## config.mk

```make
export PLATFORM = sky130hd
export DESIGN_NAME = hi_xcorr_ssp_tx
export DESIGN_NICKNAME = d
export VERILOG_FILES = /design/src/rtl/hi_xcorr_pkg.sv /design/src/rtl/hi_xcorr_fifo.sv /design/src/rtl/hi_xcorr_ssp_tx.sv
export SDC_FILE = /design/constraint.sdc
export NUM_CORES = 1
export LEC_CHECK = 0
export ABC_CLOCK_PERIOD_IN_PS = 2700
export BUFFER_PORTS_ARGS = -buffer_cell sky130_fd_sc_hd__buf_4
export CAP_MARGIN = 10
export CORE_MARGIN = 5
export CORE_UTILIZATION = 55
export DETAILED_ROUTE_END_ITERATION = 6
export PLACE_DENSITY = 0.77
export SETUP_SLACK_MARGIN = 0.5
export SLEW_MARGIN = 5
export SYNTH_ARGS = -nofsm -noshare
export SYNTH_HDL_FRONTEND = slang
export SYNTH_SLANG_ARGS = --single-unit
```

## constraint.sdc

```tcl
create_clock -name adc_clk -period 2.7 [get_ports adc_clk]
set_input_delay 0.54 -clock adc_clk [delete_from_list [all_inputs] [get_ports adc_clk]]
set_output_delay 0.54 -clock adc_clk [all_outputs]
set_load 0.1 [all_outputs]
```

## src/rtl/hi_xcorr_pkg.sv

```systemverilog
// Shared types and constants for the HF correlator SSP transmitter.
// Frame strobes mark the I byte (bit 0) and the Q byte (bit 8) of each 16-bit word.
package hi_xcorr_pkg;
  localparam int CORR_W     = 8;
  localparam int SSP_WORD_W = 2 * CORR_W;
  localparam int BIT_CNT_W  = $clog2(SSP_WORD_W);

  localparam logic [BIT_CNT_W-1:0] FRAME_BIT_I = BIT_CNT_W'(0);
  localparam logic [BIT_CNT_W-1:0] FRAME_BIT_Q = BIT_CNT_W'(CORR_W);

  typedef enum logic {
    IDLE  = 1'b0,
    SHIFT = 1'b1
  } state_e;

  function automatic logic is_frame_bit(input logic [BIT_CNT_W-1:0] bit_idx);
    return (bit_idx == FRAME_BIT_I) || (bit_idx == FRAME_BIT_Q);
  endfunction
endpackage

```

## src/rtl/hi_xcorr_fifo.sv

```systemverilog
// Synchronous FIFO, no fall-through: a pushed word is visible at the head one cycle later.
// Level is registered; push is trusted by the caller to be legal (not full, or popping).
module hi_xcorr_fifo #(
  parameter int DEPTH = 4,
  parameter int W     = 16
) (
  input  logic                     clk_i,
  input  logic                     rst_n_i,
  input  logic                     push_i,
  input  logic [W-1:0]             wdata_i,
  input  logic                     pop_i,
  output logic [W-1:0]             rdata_o,
  output logic                     full_o,
  output logic                     empty_o,
  output logic [$clog2(DEPTH):0]   level_o
);
  localparam int AW = $clog2(DEPTH);
  localparam int LW = AW + 1;

  logic [W-1:0]  mem_q [DEPTH];
  logic [AW-1:0] wr_ptr_q, rd_ptr_q;
  logic [LW-1:0] level_q, level_d;

  always_ff @(posedge clk_i) begin
    if (push_i) mem_q[wr_ptr_q] <= wdata_i;
  end

  always_comb begin
    level_d = level_q;
    case ({push_i, pop_i})
      2'b10:   level_d = level_q + LW'(1);
      2'b01:   level_d = level_q - LW'(1);
      default: level_d = level_q;
    endcase
  end

  always_ff @(posedge clk_i or negedge rst_n_i) begin
    if (!rst_n_i) begin
      wr_ptr_q <= '0;
      rd_ptr_q <= '0;
      level_q  <= '0;
    end else begin
      if (push_i) wr_ptr_q <= wr_ptr_q + AW'(1);
      if (pop_i)  rd_ptr_q <= rd_ptr_q + AW'(1);
      level_q <= level_d;
    end
  end

  assign rdata_o = mem_q[rd_ptr_q];
  assign full_o  = (level_q == LW'(DEPTH));
  assign empty_o = (level_q == '0);
  assign level_o = level_q;
endmodule

```

## src/rtl/hi_xcorr_ssp_tx.sv

```systemverilog
// Buffers I/Q correlation pairs and serialises each as two MSB-first SSP frames (I then Q).
// Strobe to first data bit is 2 cycles; a full FIFO drops pairs (sticky overflow, optional drop_cnt via HI_XCORR_DROP_CNT_EN).
module hi_xcorr_ssp_tx
  import hi_xcorr_pkg::*;
#(
  parameter int FIFO_DEPTH = 4,
  parameter int SSP_DIV    = 4
) (
  input  logic                         adc_clk,
  input  logic                         rst_n,
  input  logic [CORR_W-1:0]            corr_i,
  input  logic [CORR_W-1:0]            corr_q,
  input  logic                         corr_valid,
  input  logic                         ovf_clr,
  output logic                         ssp_clk,
  output logic                         ssp_frame,
  output logic                         ssp_din,
  output logic [$clog2(FIFO_DEPTH):0]  fifo_level,
  output logic                         overflow
`ifdef HI_XCORR_DROP_CNT_EN
  ,
  output logic [7:0]                   drop_cnt
`endif
);
  localparam int PH_W = $clog2(SSP_DIV);

  state_e                  state_q;
  logic [PH_W-1:0]         ph_cnt_q;
  logic [BIT_CNT_W-1:0]    bit_cnt_q;
  logic [SSP_WORD_W-1:0]   shreg_q;
  logic                    overflow_q, overflow_d;

  logic                    fifo_full, fifo_empty, fifo_push, fifo_pop, drop;
  logic [SSP_WORD_W-1:0]   fifo_rdata;
  logic                    last_ph, last_bit;

  assign last_ph  = (ph_cnt_q == PH_W'(SSP_DIV - 1));
  assign last_bit = (bit_cnt_q == BIT_CNT_W'(SSP_WORD_W - 1));

  // Reload on the last phase of bit 15 keeps back-to-back words gap-free.
  assign fifo_pop  = !fifo_empty &&
                     ((state_q == IDLE) || (state_q == SHIFT && last_ph && last_bit));
  assign fifo_push = corr_valid && (!fifo_full || fifo_pop);
  assign drop      = corr_valid && fifo_full && !fifo_pop;

  hi_xcorr_fifo #(
    .DEPTH (FIFO_DEPTH),
    .W     (SSP_WORD_W)
  ) u_fifo (
    .clk_i   (adc_clk),
    .rst_n_i (rst_n),
    .push_i  (fifo_push),
    .wdata_i ({corr_i, corr_q}),
    .pop_i   (fifo_pop),
    .rdata_o (fifo_rdata),
    .full_o  (fifo_full),
    .empty_o (fifo_empty),
    .level_o (fifo_level)
  );

  always_ff @(posedge adc_clk or negedge rst_n) begin
    if (!rst_n) begin
      state_q   <= IDLE;
      ph_cnt_q  <= '0;
      bit_cnt_q <= '0;
      shreg_q   <= '0;
    end else begin
      case (state_q)
        IDLE: begin
          if (fifo_pop) begin
            shreg_q   <= fifo_rdata;
            ph_cnt_q  <= '0;
            bit_cnt_q <= '0;
            state_q   <= SHIFT;
          end
        end
        SHIFT: begin
          if (!last_ph) begin
            ph_cnt_q <= ph_cnt_q + PH_W'(1);
          end else begin
            ph_cnt_q <= '0;
            if (!last_bit) begin
              shreg_q   <= shreg_q << 1;
              bit_cnt_q <= bit_cnt_q + BIT_CNT_W'(1);
            end else if (fifo_pop) begin
              shreg_q   <= fifo_rdata;
              bit_cnt_q <= '0;
            end else begin
              shreg_q   <= '0;
              bit_cnt_q <= '0;
              state_q   <= IDLE;
            end
          end
        end
        default: state_q <= IDLE;
      endcase
    end
  end

  assign ssp_clk   = (state_q == SHIFT) && (ph_cnt_q >= PH_W'(SSP_DIV / 2));
  assign ssp_din   = (state_q == SHIFT) && shreg_q[SSP_WORD_W-1];
  assign ssp_frame = (state_q == SHIFT) && is_frame_bit(bit_cnt_q);

  // A drop in the same cycle as a clear leaves the flag set.
  assign overflow_d = drop ? 1'b1 : (ovf_clr ? 1'b0 : overflow_q);

  always_ff @(posedge adc_clk or negedge rst_n) begin
    if (!rst_n) overflow_q <= 1'b0;
    else        overflow_q <= overflow_d;
  end

  assign overflow = overflow_q;

`ifdef HI_XCORR_DROP_CNT_EN
  logic [7:0] drop_cnt_q, drop_cnt_d;

  always_comb begin
    drop_cnt_d = drop_cnt_q;
    if (ovf_clr)                          drop_cnt_d = {7'd0, drop};
    else if (drop && drop_cnt_q != 8'hFF) drop_cnt_d = drop_cnt_q + 8'd1;
  end

  always_ff @(posedge adc_clk or negedge rst_n) begin
    if (!rst_n) drop_cnt_q <= 8'd0;
    else        drop_cnt_q <= drop_cnt_d;
  end

  assign drop_cnt = drop_cnt_q;
`endif
endmodule

```

==> results of run 1 <==
## power groups by stage
| stage | clock (mW) | combinational, mW | sequential (mW) |
|---|---|---|---|
| global route | 1.08 | 1.82 | 2.33 |
| floorplan | 0 | 1.18 | 2.38 |
| detailed placement | 0 | 1.63 | 2.31 |
| CTS | 1.01 | 1.68 | 2.29 |
| global placement | 0 | 1.59 | 2.28 |
| finish | 0.987 | 1.68 | 2.29 |
## synth_stat cells, drive strengths merged (2+ instances only)
cell type | instances | area share, %
a21oi | 10 | 1.3
a22oi | 15 | 2.8
a31oi | 3 | 0.84
and2 | 5 | 0.78
buf | 12 | 2.2
clkbuf | 3 | 0.28
dfrtp | 31 | 19
edfxtp | 64 | 48
ha | 8 | 2.5
inv | 10 | 0.93
mux4 | 16 | 8.9
nand2 | 22 | 2.1
nand3 | 13 | 1.6
nand4 | 2 | 0.68
nor2 | 14 | 1.3
nor3 | 2 | 0.37
o21ai | 9 | 1.3
o22ai | 2 | 0.31
xnor2 | 3 | 0.65
## placed cells by master, fill, tap and decap left out, drive strengths merged, types with 3 or more instances in the layout
cell,synthesis,layout
buf,12,42
edfxtp,64,64
inv,10,11
dfrtp,31,31
nand3,13,13
mux4,16,16
nor2,14,14
and2,5,5
a21oi,10,10
xnor2,3,3
ha,8,8
nand2,22,22
clkbuf,3,11
o21ai,9,9
a22oi,15,15
a31oi,3,3
## cell families (layout without fill, tap and decap cells)
family                   count (synthesis)  after routing
flip-flops                              95             95
AND/OR/NAND/NOR                         65             65
XOR/XNOR                                 4              4
buffers and inverters                   25             68
adder cells (fa/ha/maj)                  9              9
AO/OA/AOI/OAI                           47             47
multiplexers                            17             17
## area by class of cell
| class | instances | share of cell area (%) |
|---|---|---|
| clock buffer | 11 | 2.84 |
| clock inverter | 5 | 1.76 |
| inverter | 10 | 0.810 |
| multi-input combinational | 142 | 26.7 |
| sequential | 95 | 58.5 |
| tap | 99 | 2.67 |
| timing repair buffer | 42 | 6.81 |
## worst reg2reg max path, stage by stage, from the launching register on
cell	delay [ps]
dfrtp_1	430
ha_4	200
nand4_4	140
a21oi_2	180
nor2b_2	170
fa_1	460
nand2_1	90
nor2_1	40
o32a_1	330
## worst max-delay path by stage
stage                            from                end  cells past startpoint
global route             bit_cnt_q[1]  u_fifo.level_o[1]                      8
finish                   bit_cnt_q[1]  u_fifo.level_o[1]                      8
detailed placement        ph_cnt_q[1]  u_fifo.level_o[1]                      8
CTS                       ph_cnt_q[0]  u_fifo.level_o[1]                      8
floorplan           u_fifo.level_o[2]  u_fifo.level_o[1]                      9
global placement          ph_cnt_q[1]  u_fifo.level_o[1]                      8
## layer usage
| metal | GRT usage [%] | routed length, microns | vias up |
|---|---|---|---|
| met5 | 0 | 0 | - |
| met4 | 6.40 | 51 | 0 |
| met3 | 3.39 | 288 | 5 |
| met2 | 29.4 | 3760 | 54 |
| met1 | 22.7 | 2970 | 1122 |
| li1 | - | - | 1069 |
## flip-flops by register name, indices dropped and copies added, names as in the netlist
signal / cells
shreg_q: 16
state_q: 1
u_fifo.level_o: 3
bit_cnt_q: 4
u_fifo.wr_ptr_q: 2
ph_cnt_q: 2
u_fifo.mem_q: 64
u_fifo.rd_ptr_q: 2
overflow: 1
## per-stage QoR
step	util (%)	hold WS [ps]
floorplan	-	244
global placement	59.9	473
detailed placement	59.9	486
CTS	63.5	114
global route	64.2	127
finish	64.2	102
## what timing repair did
action | CTS | global route
resized for setup | 6 | 1
setup endpoints to repair | 3 | 2
pin swaps | 0 | 3
buffers inserted | 2 | 7
==> run metrics, run 1 <==
status=finished clean; # DRC=0; gr ovfl total=0; post-synthesis mux area share=9.22%; logic gate share of total power=between 30% and 40%; Net Count, Synth=291; global-route wire length before repair=11700 microns; All-Layer GR Usage=17.5%; Wirelength per Cell=around 18 microns; Die Wd=95.6 microns; register area=2710 sq um; CP delay by family, top=adder cells; die area=9140 sq um; Setup WS pre-CTS=approximately 300 ps; Most used DFF post-synth=edfxtp_1; initial antenna violation count=0; Worst EP arrival=2380 ps; max-cap viol count=0; CTS tree=done; Cell Count, Final, Fillers Out=404; power per standard cell area=1070 nW/um^2; Filler cells=534; Clock power frac=19.9%; HPWL after DPL=4450 microns; Final Cell Area=4630 sq um; Post-Synth Simple-Gate Area=approximately 8.3%; Routed WL=7070 microns; area of the multi-input gates=1230 sq um; Syn Area/Cell=15.4 sq um; internal reg-to-reg setup slack=between 500 and 600 ps; IO Port Bufs=26; ANT nets after route=0; Site Rows=31; unrepaired setup endpoints after global routing=no; XOR/XNOR Fraction of Synth Area=0.869%; RePlAce Congestion=0.816; crit path capture type=register; Vias/cell=5.57; Sw Pwr=between 1.5 and 2 mW; adder-cell share of the synthesized area=2.98%; n_diodes=0; layout cells sized above 1=a little under a third; max incr delay on CP=460 ps; maximum vdd drop=0.539 mV; Num Clock Sinks=95; Worst Skew=6.75 ps; starting DRC count in detailed routing=around 170; Area after DPL=4320 sq um; worst setup path class=register to register; crit path time final=2140 ps; Worst-Margin Slew=between 800 and 900 ps; Post-CTS Hold Fix Bufs=0; origin of the critical flop-to-flop path=bit_cnt_q[1]; Initial Utilization=between 50% and 60%; H-tree Lvls=3; setup TNS=0 ps; placed cells=379; register area share after synthesis=about two thirds; Root Driver=clkbuf_8; Setup WS post-layout=556 ps; vias in the first global route=around 2200; Yosys reg bits=95; CP required=2940 ps; Syn Inst Count=262; Critical Path Source Type=register; LEAKAGE=1.74 nW; endpoints failing hold=0; Seq pwr share=46.2%; clk slew on worst S/H paths=90 ps; nets=329; Cell Int Power=3.15 mW; Max-slew headroom=46.1%; largest family of logic cells by synthesized area=multiplexers; fin crit share=79.4%; Hold WC Path Type=input pin to asynchronous set/reset pin; worst skew pair latency=350 ps; yosys warns=0; largest net degree at the start of global routing=32; CTS max path bufs=2; CP Cell Sequence=ha_4 > nand4_4 > a21oi_2 > nor2b_2 > fa_1 > nand2_1 > nor2_1 > o32a_1; core area=a little over 7000 sq um; Sw Share=~36%; asr flop ratio synth=32.6%; routed vias=about 2300; worst r2r dst=u_fifo.level_o[1]; achievable frequency=466 MHz; complex-gate fraction of the synthesized area=8.25%; CTS buffer count=9; post-synthesis cell type count=between 40 and 50; Reg2Reg Depth=8; synthesized cell area=between 4000 and 5000 sq um; Post-synth EDFFs=64; synth-to-layout area growth=14.9%; First-pass DRT Iterations=4; power consumption=4.95 mW; Slew Limit Fails=0; crit path buf inv count=0; Die Height=~96 microns; critical path peak fanout=5; critical path's slowest cell=fa_1; final setup fails=0; Top-Level Pins=27
Note: power is estimated with default switching activity, not from simulation.
==> inputs of run 2 (changes only) <==
- ABC_CLOCK_PERIOD_IN_PS: 2700 -> 2000
- clock period: 2.7 -> 2 ns (I/O delays scaled with it)
==> run 2 against run 1 <==
  * Critical path depth shrank 1
  * Combinational power increased by 110%
  * Power is 56% higher
  * Sequential power is 30% higher
  * Via count rose by 10%
  * Hold slack improved by 140 ps
  * Critical path type unchanged
  * Largest cell class unchanged
==> run metrics, run 2 (same netlist as run 1, synthesis figures left out) <==
Vias/cell=5.75 (+3.3%); register name with the most flops=u_fifo.mem_q; Hold WC Path Type=input pin to register; n_diodes=0 (unchanged); Routed WL=8360 microns (+18%); Site Rows=31 (unchanged); RePlAce Congestion=0.779 (-4.5%); synth-to-layout area growth=28.7%; H-tree Lvls=3 (unchanged); gr ovfl total=0 (unchanged); max-cap viol count=0 (unchanged); Worst EP arrival=2240 ps (-140 ps); clk slew on worst S/H paths=90 ps (about the same); achievable frequency=502 MHz (+7.5%); worst setup path class=register to register; starting DRC count in detailed routing=272 (+59%); CTS max path bufs=2 (unchanged); number of flip-flops under the largest register name=64 (unchanged); First-pass DRT Iterations=4 (unchanged); status=finished clean; Final Cell Area=5190 sq um (+12%); Top-Level Pins=27 (unchanged); Worst Skew=12.9 ps (+6.11 ps); All-Layer GR Usage=18.8% (+1.3 points); crit path time final=1990 ps (-150 ps); Num Clock Sinks=95 (unchanged); final setup fails=0 (unchanged); power per standard cell area=1480 nW/um^2 (+39%); worst skew pair latency=350 ps (about the same); maximum vdd drop=0.828 mV (+54%); Root Driver=clkbuf_8; layout cells sized above 1=45.0% (+15 points); HPWL after DPL=4550 microns (+2.0%); core area=7210 sq um (unchanged); IO Port Bufs=26 (unchanged); # DRC=0 (unchanged); unrepaired setup endpoints after global routing=yes; power consumption=7.70 mW (+56%); critical path peak fanout=3 (-2); Area after DPL=4500 sq um (+4.0%); Critical Path Source Type=register; Die Height=95.6 microns (unchanged); Slew Limit Fails=0 (unchanged); Initial Utilization=55.9% (unchanged); global-route wire length before repair=12600 microns (+7.7%); endpoints failing hold=0 (unchanged); ANT nets after route=0 (unchanged); commonest non-fill, non-tap cells in the layout=64 x edfxtp_1, 43 x buf_4, 27 x dfrtp_1; Max-slew headroom=71.7% (+26 points); Worst-Margin Slew=424 ps (-385 ps); registers with the most flip-flops=u_fifo.mem_q x64, shreg_q x16, bit_cnt_q x4; fin crit share=99.7% (+20 points); initial antenna violation count=0 (unchanged); LEAKAGE=1.95 nW (+12%); die area=9140 sq um (unchanged); crit path capture type=register; vias in the first global route=2531 (+13%); routed vias=2474 (+10%); CTS tree=done; setup TNS=0 ps (unchanged); nets=355 (+7.9%); largest net degree at the start of global routing=32 (unchanged); CP required=2240 ps (-700 ps); most common cell after layout, fill and taps aside=edfxtp_1; Die Wd=95.6 microns (unchanged); CTS buffer count=9 (unchanged); Wirelength per Cell=19.4 microns (+11%)
==> run 2: final cells by class <==
type / count / area (sq um)
multi-input cells: 143 / 1420
clock inverters: 6 / 68.8
clock buffers: 10 / 128
fillers: 469 / 2020
repair buffers: 67 / 696
well taps: 99 / 124
inverters: 10 / 40.0
flip-flops and latches: 95 / 2710
==> run 2: final timing paths <==
| check | from | end | slack (ps) | cells past startpoint |
|---|---|---|---|---|
| setup / recovery | bit_cnt_q[0] | u_fifo.level_o[1] | 6 | 7 |
| hold / removal | ovf_clr | overflow | 240 | 2 |
| setup reg to reg | bit_cnt_q[0] | u_fifo.level_o[1] | 6 | 7 |
| hold reg to reg | shreg_q[14] | shreg_q[14] | 520 | 2 |
| max in group asynchronous | rst_n | u_fifo.level_o[2] | 1130 | 2 |
| min in group asynchronous | rst_n | ph_cnt_q[1] | 530 | 2 |
==> run 2: repair_timing <==
item                       in CTS  in global routing
cloned                          1                  3
hold buffers                    1                  0
pin swaps                       8                  6
resized for setup              22                 45
setup endpoints to repair      92                 97
hold endpoints to repair       31                  0
buffers inserted               13                  5
==> run 2: metrics by stage <==
step	worst slack, ps	hold WS (ps)	utilization (%)	instances
floorplan	-362	104	-	262
global placement	22.6	353	62.3	391
detailed placement	-26.8	358	62.3	391
CTS	30.3	218	68.7	422
global route	-55.6	221	71.9	430
finish	6.21	238	71.9	430
==> run 2: routing by layer <==
layer  up-vias  GRT usage, %  part of all wire [%]
li1       1122             -                     -
met1      1263          24.8                    41
met2        73          30.2                    52
met3        16          4.66                   4.8
met4         0          7.46                   2.2
met5         -             0                     0
==> run 2: power by group <==
| part | leakage (nW) | total, mW | internal, mW | switching, mW |
|---|---|---|---|---|
| sequential | 0.958 | 2.97 | 2.68 | 0.298 |
| combinational | 0.896 | 3.47 | 1.55 | 1.92 |
| clock | 0.0973 | 1.25 | 0.588 | 0.667 |
| total | 1.95 | 7.70 | 4.81 | 2.88 |
==> run 2: worst max-delay path, stage by stage, from the launching register on <==
cell      delay, ps
dfrtp_1         410
ha_4            170
nand4_4         110
a21oi_2         140
nor2b_4         150
fa_2            460
nor4bb_1        160
o32a_1          280
==> inputs of run 3 (changes only) <==
- ABC_CLOCK_PERIOD_IN_PS: 2000 -> 2600
- HOLD_SLACK_MARGIN: unset -> 0.03
- clock period: 2 -> 2.6 ns (I/O delays scaled with it)
==> run 3 against run 2 <==
  * Maximum frequency fell by 3.1%
  * Sequential power fell by 22%
  * Routed wire length fell by 14%
  * Register-to-register slack improved by 540 ps
  * Power fell by 32%
  * Via count fell by 8.9%
  * Combinational power fell by 46%
  * Die area did not move
  * Clock power fell by 19%
  * First-iteration DRC count fell by 39%
==> run metrics, run 3 (same netlist as run 1, synthesis figures left out) <==
status=finished clean; LEAKAGE=1.75 nW (-10%); Routed WL=7180 microns (-14%); number of flip-flops under the largest register name=64 (unchanged); fin crit share=79.1% (-21 points); achievable frequency=486 MHz (-3.1%); global-route wire length before repair=11700 microns (-7.3%); ANT nets after route=0 (unchanged); power consumption=5.23 mW (-32%); endpoints failing hold=0 (unchanged); most common cell after layout, fill and taps aside=edfxtp_1; Critical Path Source Type=register; max incr delay on CP=420 ps (-40 ps); Post-CTS Hold Fix Bufs=0 (-1); First-pass DRT Iterations=5 (+1); gr ovfl total=0 (unchanged); registers with the most flip-flops=u_fifo.mem_q x64, shreg_q x16, bit_cnt_q x4; critical path's slowest cell=fa_1; setup TNS=0 ps (unchanged); max-cap viol count=0 (unchanged); Hold WC Path Type=input pin to asynchronous set/reset pin; layout cells sized above 1=31.9% (-13 points); starting DRC count in detailed routing=167 (-39%); Worst-Margin Slew=602 ps (+179 ps); CP delay by family, top=adder cells; critical path peak fanout=4 (+1); core area=7210 sq um (unchanged); largest net degree at the start of global routing=32 (unchanged); Num Clock Sinks=95 (unchanged); H-tree Lvls=3 (unchanged); RePlAce Congestion=0.796 (+2.2%); IO Port Bufs=26 (unchanged); CTS tree=done; CTS max path bufs=2 (unchanged); vias in the first global route=2334 (-7.8%); power per standard cell area=1110 nW/um^2 (-25%); worst skew pair latency=340 ps (about the same); CTS buffer count=9 (unchanged); Root Driver=clkbuf_8; Top-Level Pins=27 (unchanged); Max-slew headroom=59.8% (-12 points); die area=9140 sq um (unchanged); Worst EP arrival=2290 ps (+50 ps); Die Height=95.6 microns (unchanged); Slew Limit Fails=0 (unchanged); routed vias=2254 (-8.9%); final setup fails=0 (unchanged); initial antenna violation count=0 (unchanged); nets=332 (-6.5%); unrepaired setup endpoints after global routing=yes; n_diodes=0 (unchanged); clk slew on worst S/H paths=90 ps (about the same); Worst Skew=10.8 ps (-2.07 ps); CP required=2840 ps (+600 ps); Vias/cell=5.55 (-3.5%); All-Layer GR Usage=17.4% (-1.4 points); Die Wd=95.6 microns (unchanged); Site Rows=31 (unchanged); HPWL after DPL=4420 microns (-2.8%); commonest non-fill, non-tap cells in the layout=64 x edfxtp_1, 40 x buf_4, 26 x dfrtp_1; register name with the most flops=u_fifo.mem_q; internal reg-to-reg setup slack=540 ps (+540 ps); synth-to-layout area growth=16.5%; Wirelength per Cell=17.7 microns (-9.1%); maximum vdd drop=0.468 mV (-44%); Initial Utilization=55.9% (unchanged); crit path time final=2060 ps (+63.5 ps); crit path buf inv count=0 (unchanged); # DRC=0 (unchanged); crit path capture type=register; CP Cell Sequence=ha_4 > nand4_4 > a21oi_2 > nor2b_4 > fa_1 > nor4bb_2 > o32a_1; worst setup path class=register to register
-- run 3: changes by cell type in the layout (fill, tap and decap cells not counted), sizes merged --
cell and change:
and2 -1, buf -21, bufinv +1, clkbuf -1, clkinv -1, clkinvlp +2
dlygate4sd3 -1, inv -2
-- run 3: per-stage QoR --
step                std cells  worst slack [ps]  hold WS (ps)  util, %  instance area [sq um]
finish                    406               543          99.8     65.1                   4700
global route              406               455           126     65.1                   4700
CTS                       402               526           103     64.0                   4620
detailed placement        381               273           476     60.1                   4340
global placement          381               311           471     60.1                   4340
floorplan                 262               208           224        -                   4060
-- run 3: where the power goes --
part / total [mW] / internal (mW) / switching, mW
combinational: 1.89 / 0.741 / 1.15
sequential: 2.33 / 2.06 / 0.272
clock: 1.01 / 0.533 / 0.479
total: 5.23 / 3.33 / 1.90
-- run 3: final cells by class --
| class | count | area, sq um |
|---|---|---|
| Clock buffer | 9 | 124 |
| Timing Repair Buffer | 45 | 365 |
| Clock inverter | 6 | 86.3 |
| Fill cell | 542 | 2520 |
| Tap cell | 99 | 124 |
| Multi-Input combinational cell | 142 | 1250 |
| Sequential cell | 95 | 2710 |
| Inverter | 10 | 37.5 |
-- run 3: what timing repair did --
action	CTS	global route
setup endpoints to repair	66	64
pin swaps	4	4
setup buffers	6	4
gates resized for setup	5	12
-- run 3: worst paths after layout --
path                                      to         start  cells past startpoint
min in group adc_clk                overflow       ovf_clr                      2
hold reg to reg                  shreg_q[13]   shreg_q[12]                      2
setup reg to reg           u_fifo.level_o[1]  bit_cnt_q[1]                      7
max in group asynchronous  u_fifo.level_o[0]         rst_n                      1
hold / removal                   ph_cnt_q[1]         rst_n                      1
setup / recovery           u_fifo.level_o[1]  bit_cnt_q[1]                      7
-- run 3: metal layers --
metal  up-vias  track usage, %  routed length, microns  part of all wire (%)
met3        10            2.68                     202                   2.8
li1       1071               -                       -                     -
met5         -               0                       0                     0
met1      1129            22.1                    3080                    43
met2        44            29.6                    3780                    53
met4         0            7.46                     115                   1.6
